<file path="config.mk">
export PLATFORM = sky130hd
export DESIGN_NAME = sram_arbiter
export DESIGN_NICKNAME = d
export VERILOG_FILES = /design/src/rtl/sram_arbiter.sv
export SDC_FILE = /design/constraint.sdc
export NUM_CORES = 1
export LEC_CHECK = 0
export ABC_AREA = 1
export CAP_MARGIN = 0
export CORE_UTILIZATION = 41
export CTS_CLUSTER_DIAMETER = 30
export DETAILED_ROUTE_END_ITERATION = 10
export PLACE_DENSITY = 0.86
export SKIP_LAST_GASP = 1
export SLEW_MARGIN = 20
export SYNTH_ARGS = -nofsm -noshare
export SYNTH_HDL_FRONTEND = slang
export SYNTH_SLANG_ARGS = --single-unit
</file>
<file path="constraint.sdc">
create_clock -name CLK -period 2.15 [get_ports CLK]
set_input_delay 0.645 -clock CLK [delete_from_list [all_inputs] [get_ports CLK]]
set_output_delay 0.645 -clock CLK [all_outputs]
set_load 0.05 [all_outputs]
</file>
<file path="src/rtl/sram_arbiter.sv">
// Two-requester arbiter/sequencer for a 64Kx16 single-port synchronous-write SRAM.
// Optional macro SRAM_ARB_RR_EN: round-robin arbitration instead of fixed priority with starvation override.
module sram_arbiter #(
  parameter int AW           = 16,
  parameter int DW           = 16,
  parameter int STARVE_LIMIT = 4
) (
  input  logic          CLK,
  input  logic          RST,
  input  logic          R0_REQ,
  input  logic          R0_WE,
  input  logic [AW-1:0] R0_A,
  input  logic [DW-1:0] R0_DIN,
  output logic          R0_GNT,
  output logic [DW-1:0] R0_DOUT,
  output logic          R0_VALID,
  input  logic          R1_REQ,
  input  logic          R1_WE,
  input  logic [AW-1:0] R1_A,
  input  logic [DW-1:0] R1_DIN,
  output logic          R1_GNT,
  output logic [DW-1:0] R1_DOUT,
  output logic          R1_VALID,
  output logic          M_WE,
  output logic [AW-1:0] M_A,
  output logic [DW-1:0] M_DIN,
  input  logic [DW-1:0] M_DOUT
);

  logic          gnt0, gnt1, accept;
  logic          m_we_q, m_we_d;
  logic [AW-1:0] m_a_q, m_a_d;
  logic [DW-1:0] m_din_q, m_din_d;
  logic          pend_q, pend_d;
  logic          owner_q, owner_d;
  logic          prd_q, prd_d;
  logic          r0_valid_q, r0_valid_d, r1_valid_q, r1_valid_d;
  logic [DW-1:0] r0_dout_q, r0_dout_d, r1_dout_q, r1_dout_d;

`ifdef SRAM_ARB_RR_EN
  // Requester favoured on a tie; always the one that did not win the last accept.
  logic          prio_q, prio_d;
`else
  localparam logic [3:0] LIMIT = 4'(STARVE_LIMIT);
  logic [3:0]    starve_q, starve_d;
`endif

  // NOTE: every signal assigned in always_comb gets a default first, so no latch is inferred.
  always_comb begin
    gnt0 = 1'b0;
    gnt1 = 1'b0;
    if (!RST) begin
`ifdef SRAM_ARB_RR_EN
      if (R0_REQ && R1_REQ) begin
        gnt0 = ~prio_q;
        gnt1 = prio_q;
      end else begin
        gnt0 = R0_REQ;
        gnt1 = R1_REQ;
      end
`else
      if (R0_REQ && starve_q == LIMIT) gnt0 = 1'b1;
      else if (R1_REQ)                 gnt1 = 1'b1;
      else                             gnt0 = R0_REQ;
`endif
    end
  end

  assign accept = gnt0 | gnt1;

`ifdef SRAM_ARB_RR_EN
  always_comb begin
    prio_d = prio_q;
    if (accept) prio_d = ~gnt1;
  end
`else
  always_comb begin
    starve_d = 4'd0;
    if (R0_REQ && !gnt0) starve_d = (starve_q == LIMIT) ? starve_q : starve_q + 4'd1;
  end
`endif

  always_comb begin
    m_we_d  = 1'b0;
    m_a_d   = m_a_q;
    m_din_d = m_din_q;
    pend_d  = 1'b0;
    owner_d = owner_q;
    prd_d   = 1'b0;
    if (accept) begin
      m_we_d  = gnt1 ? R1_WE  : R0_WE;
      m_a_d   = gnt1 ? R1_A   : R0_A;
      m_din_d = gnt1 ? R1_DIN : R0_DIN;
      pend_d  = 1'b1;
      owner_d = gnt1;
      prd_d   = gnt1 ? !R1_WE : !R0_WE;
    end
    // Read data for the access launched last cycle is on M_DOUT now.
    r0_valid_d = pend_q && prd_q && !owner_q;
    r1_valid_d = pend_q && prd_q &&  owner_q;
    r0_dout_d  = r0_valid_d ? M_DOUT : r0_dout_q;
    r1_dout_d  = r1_valid_d ? M_DOUT : r1_dout_q;
  end

  // NOTE: sequential state uses non-blocking assignments so every flop samples pre-edge values.
  always_ff @(posedge CLK) begin
    if (RST) begin
      m_we_q     <= 1'b0;
      m_a_q      <= '0;
      m_din_q    <= '0;
      pend_q     <= 1'b0;
      owner_q    <= 1'b0;
      prd_q      <= 1'b0;
      r0_valid_q <= 1'b0;
      r1_valid_q <= 1'b0;
      r0_dout_q  <= '0;
      r1_dout_q  <= '0;
`ifdef SRAM_ARB_RR_EN
      prio_q     <= 1'b0;
`else
      starve_q   <= 4'd0;
`endif
    end else begin
      m_we_q     <= m_we_d;
      m_a_q      <= m_a_d;
      m_din_q    <= m_din_d;
      pend_q     <= pend_d;
      owner_q    <= owner_d;
      prd_q      <= prd_d;
      r0_valid_q <= r0_valid_d;
      r1_valid_q <= r1_valid_d;
      r0_dout_q  <= r0_dout_d;
      r1_dout_q  <= r1_dout_d;
`ifdef SRAM_ARB_RR_EN
      prio_q     <= prio_d;
`else
      starve_q   <= starve_d;
`endif
    end
  end

  assign R0_GNT   = gnt0;
  assign R1_GNT   = gnt1;
  assign R0_DOUT  = r0_dout_q;
  assign R1_DOUT  = r1_dout_q;
  assign R0_VALID = r0_valid_q;
  assign R1_VALID = r1_valid_q;
  assign M_WE     = m_we_q;
  assign M_A      = m_a_q;
  assign M_DIN    = m_din_q;

endmodule
</file>
After elaboration in Yosys (flattened, before gate mapping)
Index checks and enable logic that the tools add are counted.
{"block": "classes", "add_sub_neg": 1, "eq_ne": 1, "muxes": 11, "bitwise": 3, "reduce_logical": 11}
{"cell": "16-bit 2-to-1 mux", "n": 2}
{"cell": "1-bit 2-to-1 mux", "n": 9}
{"cell": "1-bit logical AND", "n": 5}
{"cell": "4-bit by 1-bit adder with 4-bit output (second input constant)", "n": 1}
{"cell": "4-bit by 3-bit equality test with 1-bit output (second input constant)", "n": 1}
{"cell": "1-bit logical NOT", "n": 4}
{"cell": "2-bit OR reduction", "n": 2}
{"cell": "1-bit inverter", "n": 2}
{"cell": "1-bit bitwise OR", "n": 1}
{"block": "word_totals", "regBits": 74, "in_bits": 86, "output_inout_bits": 69, "elab_cells": 38}

Longest topological paths before layout
{"block": "logic_depth", "word_depth": 8, "mapped_depth": 9, "mapped_depth_nobuf": 8}

Worst setup path after synthesis
OpenSTA, ideal clock, no wires.
{"block": "synth_timing", "path_type": "input to output", "startpoint": "input RST", "endpoint": "output R0_GNT", "arrival_time_ns": 1.928, "t_required_ns": 1.505, "setup_slack_ns": -0.423, "cell_stages": 5, "n_path_buf": 2, "cell_sequence": "inv_2 buf_2 clkbuf_1 nand2_1 a21oi_1"}
{"block": "synth_via", "elab_chain_len": 1}
{"element": "from (decl)", "line": "9", "source": "input logic RST,"}
{"element": "1-bit 2-to-1 mux", "line": "52", "source": "if (!RST) begin"}
{"element": "to (decl)", "line": "14", "source": "output logic R0_GNT,"}
No other way between the ends.

Final worst setup path
{"block": "layout_timing", "startpoint": "register m_a_q[2] (netlist: M_A[2])", "endpoint": "output M_A[2]"}
{"element": "from (decl)", "line": "32", "source": "logic [AW-1:0] m_a_q, m_a_d;"}
{"element": "from (signal assigned)", "line": "125", "source": "m_a_q <= m_a_d;"}
{"element": "to (decl)", "line": "25", "source": "output logic [AW-1:0] M_A,"}
No word-level cell between the ends.

==> report_table.html <==
<table>
<tr><th>Metric</th><th>Value</th></tr>
<tr><th colspan="2">STA</th></tr>
<tr><td>Timing-limited maximum frequency</td><td>474 MHz</td></tr>
<tr><td>Final count of pins violating max slew</td><td>0</td></tr>
<tr><td>Min cycle time layout</td><td>2110 ps</td></tr>
<tr><td>Final clock skew</td><td>11.0 ps</td></tr>
<tr><td>Setup violations, final</td><td>0</td></tr>
<tr><td>Normalized max-slew margin</td><td>0.532</td></tr>
<tr><td>Worst-margin pin slew</td><td>703 ps</td></tr>
<tr><td>Setup repair after global routing missed its margin</td><td>no</td></tr>
<tr><td>Tcrit/Tclk final</td><td>0.980</td></tr>
<tr><td>Final Worst Setup Slack</td><td>42.2 ps</td></tr>
<tr><td>Final Hold Violating Endpoints</td><td>0</td></tr>
<tr><th colspan="2">Die</th></tr>
<tr><td>Starting density of the core</td><td>0.427</td></tr>
<tr><td>Number of top-level pins</td><td>155</td></tr>
<tr><td>Core box area</td><td>7770 um^2</td></tr>
<tr><td>Die footprint</td><td>8450 um^2</td></tr>
<tr><td>Number of core rows</td><td>32</td></tr>
<tr><td>Vertical extent of the die</td><td>91.9 um</td></tr>
<tr><td>Die boundary width</td><td>91.9 um</td></tr>
<tr><th colspan="2">Synth</th></tr>
<tr><td>Top_reg_cell synth</td><td>dfxtp_1</td></tr>
<tr><td>Post-synthesis average cell area</td><td>7.08 um^2</td></tr>
<tr><td>Share of the synthesized area in the top cell type</td><td>0.447</td></tr>
<tr><td>Number of warning messages in the yosys log</td><td>0</td></tr>
<tr><td>Mapped Cells</td><td>468</td></tr>
<tr><td>Top cell type by total area after synthesis</td><td>dfxtp_1</td></tr>
<tr><td>Sequential area share after synthesis</td><td>0.447</td></tr>
<tr><td>FFs w/ async S/R, synth</td><td>0</td></tr>
<tr><td>Total standard cell area after synthesis</td><td>3320 um^2</td></tr>
<tr><td>Post-Synthesis Net Count</td><td>556</td></tr>
<tr><td>Number of storage elements in the synthesis netlist</td><td>74</td></tr>
<tr><td>Ranking of synthesized cells by area</td><td>dfxtp_1 (45%), nor2_1 (12%), o21ai_0 (9.4%), inv_1 (6.0%), a21oi_1 (5.7%)</td></tr>
<tr><td>Number of unique standard cell types used by synthesis</td><td>19</td></tr>
<tr><td>Number of flops mapped to enable cells by yosys</td><td>0</td></tr>
<tr><th colspan="2">Route</th></tr>
<tr><td>Length of the first detailed-routing pass in iterations</td><td>4</td></tr>
<tr><td>Routed via count divided by cell count</td><td>4.87</td></tr>
<tr><td>Final wirelength</td><td>9250 um</td></tr>
<tr><td># DRC</td><td>0</td></tr>
<tr><td>Iteration-0 DRC Markers</td><td>97</td></tr>
<tr><td>Total via count after detailed routing</td><td>3521</td></tr>
<tr><td>Number of antenna-violating nets in the routed design</td><td>0</td></tr>
<tr><td>Post-DR wirelength/cell</td><td>12.8 um</td></tr>
<tr><th colspan="2">Placement</th></tr>
<tr><td>Worst-case setup slack after placement</td><td>-184 ps</td></tr>
<tr><td>HPWL reported at the end of detailed placement</td><td>6570 um</td></tr>
<tr><td>Global placement routability congestion</td><td>0.813</td></tr>
<tr><td>Number of port buffers</td><td>154</td></tr>
<tr><th colspan="2">Power and ir drop</th></tr>
<tr><td>Power density over the cells</td><td>654 nW/um^2</td></tr>
<tr><td>Standby leakage power</td><td>0.00294 uW</td></tr>
<tr><td>Final total power</td><td>3450 uW</td></tr>
<tr><td>Maximum vdd ir drop</td><td>337 uV</td></tr>
<tr><th colspan="2">Clock tree</th></tr>
<tr><td>Number of H-tree levels</td><td>3</td></tr>
<tr><td>Clock-pin slew on the worst setup and hold paths</td><td>70 ps</td></tr>
<tr><td>Count of clock tree sinks</td><td>74</td></tr>
<tr><td>Buffer count from post-CTS setup fixing</td><td>0</td></tr>
<tr><td>Clock insertion delay at the later pin of the skew report</td><td>330 ps</td></tr>
<tr><td>Root cell of the clock tree</td><td>clkbuf_8</td></tr>
<tr><td>Number of CTS-inserted buffers</td><td>9</td></tr>
<tr><td>Maximum buffer depth of the clock tree</td><td>2</td></tr>
<tr><td>Clock tree from TritonCTS</td><td>done</td></tr>
<tr><th colspan="2">GRT</th></tr>
<tr><td>GRT Overall Usage</td><td>0.220</td></tr>
<tr><td>Total global routing overflow</td><td>0</td></tr>
<tr><td>Number of global-route vias before repair</td><td>3297</td></tr>
<tr><td>Largest net degree at the start of global routing</td><td>65</td></tr>
<tr><td>Wire length of the first global-routing pass</td><td>15000 um</td></tr>
<tr><td>Number of antenna violations at the first check in global routing</td><td>0</td></tr>
<tr><th colspan="2">Setup path</th></tr>
<tr><td>Top cell family by delay on the critical path</td><td>buffers and inverters</td></tr>
<tr><td>Required time worst endpoint</td><td>1500 ps</td></tr>
<tr><td>Delay of the slowest critical-path stage</td><td>800 ps</td></tr>
<tr><td>Slowest stage cell on the critical path</td><td>clkdlybuf4s50_1</td></tr>
<tr><td>Critical path fanouts, max</td><td>2</td></tr>
<tr><td>Class of the most critical setup path</td><td>reg -&gt; out</td></tr>
<tr><td>FF-to-FF setup slack</td><td>300 ps</td></tr>
<tr><td>Sequence of cells on the critical path</td><td>clkdlybuf4s50_1</td></tr>
<tr><td>Element type at the critical path start</td><td>flop</td></tr>
<tr><td>Crit path arrival time</td><td>1460 ps</td></tr>
<tr><td>Crit path buffers/inverters</td><td>1</td></tr>
<tr><td>Category of the worst setup path capture point</td><td>output port</td></tr>
<tr><th colspan="2">Cells and area</th></tr>
<tr><td>Count of filler cells inserted in the layout</td><td>613</td></tr>
<tr><td>Top library cells by usage in the layout, fill and taps aside</td><td>nor2_1 (103), clkdlybuf4s50_1 (84), dfxtp_1 (72)</td></tr>
<tr><td>Number of nets at the end of the flow</td><td>704</td></tr>
<tr><td>Antenna cell count</td><td>0</td></tr>
<tr><td>Register Area</td><td>1480 um^2</td></tr>
<tr><td>Area growth from synthesis to layout</td><td>59.2%</td></tr>
<tr><td>Combined area of the multi-input logic cells</td><td>1460 um^2</td></tr>
<tr><td>Commonest non-fill, non-tap cell in the layout</td><td>nor2_1</td></tr>
<tr><td>Layout cell share with drive strength beyond 1</td><td>0.111</td></tr>
<tr><th colspan="2">Min path</th></tr>
<tr><td>Path class of the lowest-slack min-delay path</td><td>reg -&gt; reg</td></tr>
<tr><th colspan="2">Run</th></tr>
<tr><td>Number of max-cap violations</td><td>0</td></tr>
<tr><th colspan="2">Run status</th></tr>
<tr><td>Result of the run</td><td>finished clean</td></tr>
</table>
-- registers in the layout, summed over array words and instances (netlist names) --
name / count
M_DIN: 16
starve_q: 4
M_WE: 1
R0_DOUT: 16
R1_DOUT: 16
M_A: 16
owner_q: 1
R1_VALID: 1
prd_q: 1
R0_VALID: 1
pend_q: 1
-- worst paths after layout --
check	startpoint	end	cells after the start
setup / recovery	M_A[2]	M_A[2]	1
hold / removal	R1_DOUT[14]	R1_DOUT[14]	2
hold reg to reg	R1_DOUT[14]	R1_DOUT[14]	2
setup reg to reg	starve_q[0]	M_A[13]	8
-- cells in the mapped netlist (2+ instances only) --
cell type / instances
a21oi_1: 38
a21oi_2: 14
buf_2: 8
buf_4: 7
buf_6: 5
clkbuf_1: 12
dfxtp_1: 74
ha_1: 2
inv_1: 53
inv_2: 3
nand2_1: 41
nand3_1: 35
nand4_1: 4
nor2_1: 104
o21ai_0: 62
o21ai_1: 3
-- power breakdown --
group          switching, uW  leakage, uW  internal (uW)
Combinational            466      0.00223            338
Clock                    509     0.000111            658
Sequential              36.3     0.000607           1440
Total                   1010      0.00294           2440
-- repair_timing --
action | in CTS | in global routing
hold buffers | 0 | 0
endpoints found under the setup margin | 15 | 45
pin swaps | 2 | 0
resized for setup | 20 | 49
-- metal layers --
metal  GRT usage  share of wire  vias up
met1       0.254           0.42     1582
met4      0.0781          0.017        0
met2       0.379           0.48      135
met3      0.0721          0.090       14
li1            -              -     1790
met5           0              0        -
-- cells by family after synthesis --
family                   count (synthesis)  share of synthesized area
buffers and inverters                   89                      0.123
AO/OA/AOI/OAI                          118                      0.195
XOR/XNOR                                 1                    0.00264
AND/OR/NAND/NOR                        184                      0.225
adder cells (fa/ha/maj)                  2                    0.00755
flip-flops                              74                      0.447
-- final cells by class --
class	count	share of cell area
repair buffers	170	0.337
flip-flops and latches	74	0.281
multi-input cells	305	0.277
inverters	56	0.0398
clock buffers	10	0.0242
well taps	102	0.0242
clock inverters	6	0.0166
-- stage by stage --
stage	instances	hold WS (ps)	util	setup TNS [ps]	cell area (um^2)
floorplan	468	441	-	0	3330
global placement	707	431	0.637	-2700	4950
detailed placement	707	438	0.637	-4330	4950
CTS	723	449	0.663	-37.3	5150
global route	723	461	0.680	0	5280
finish	723	443	0.680	0	5280
(Power assumes the default switching activity.)
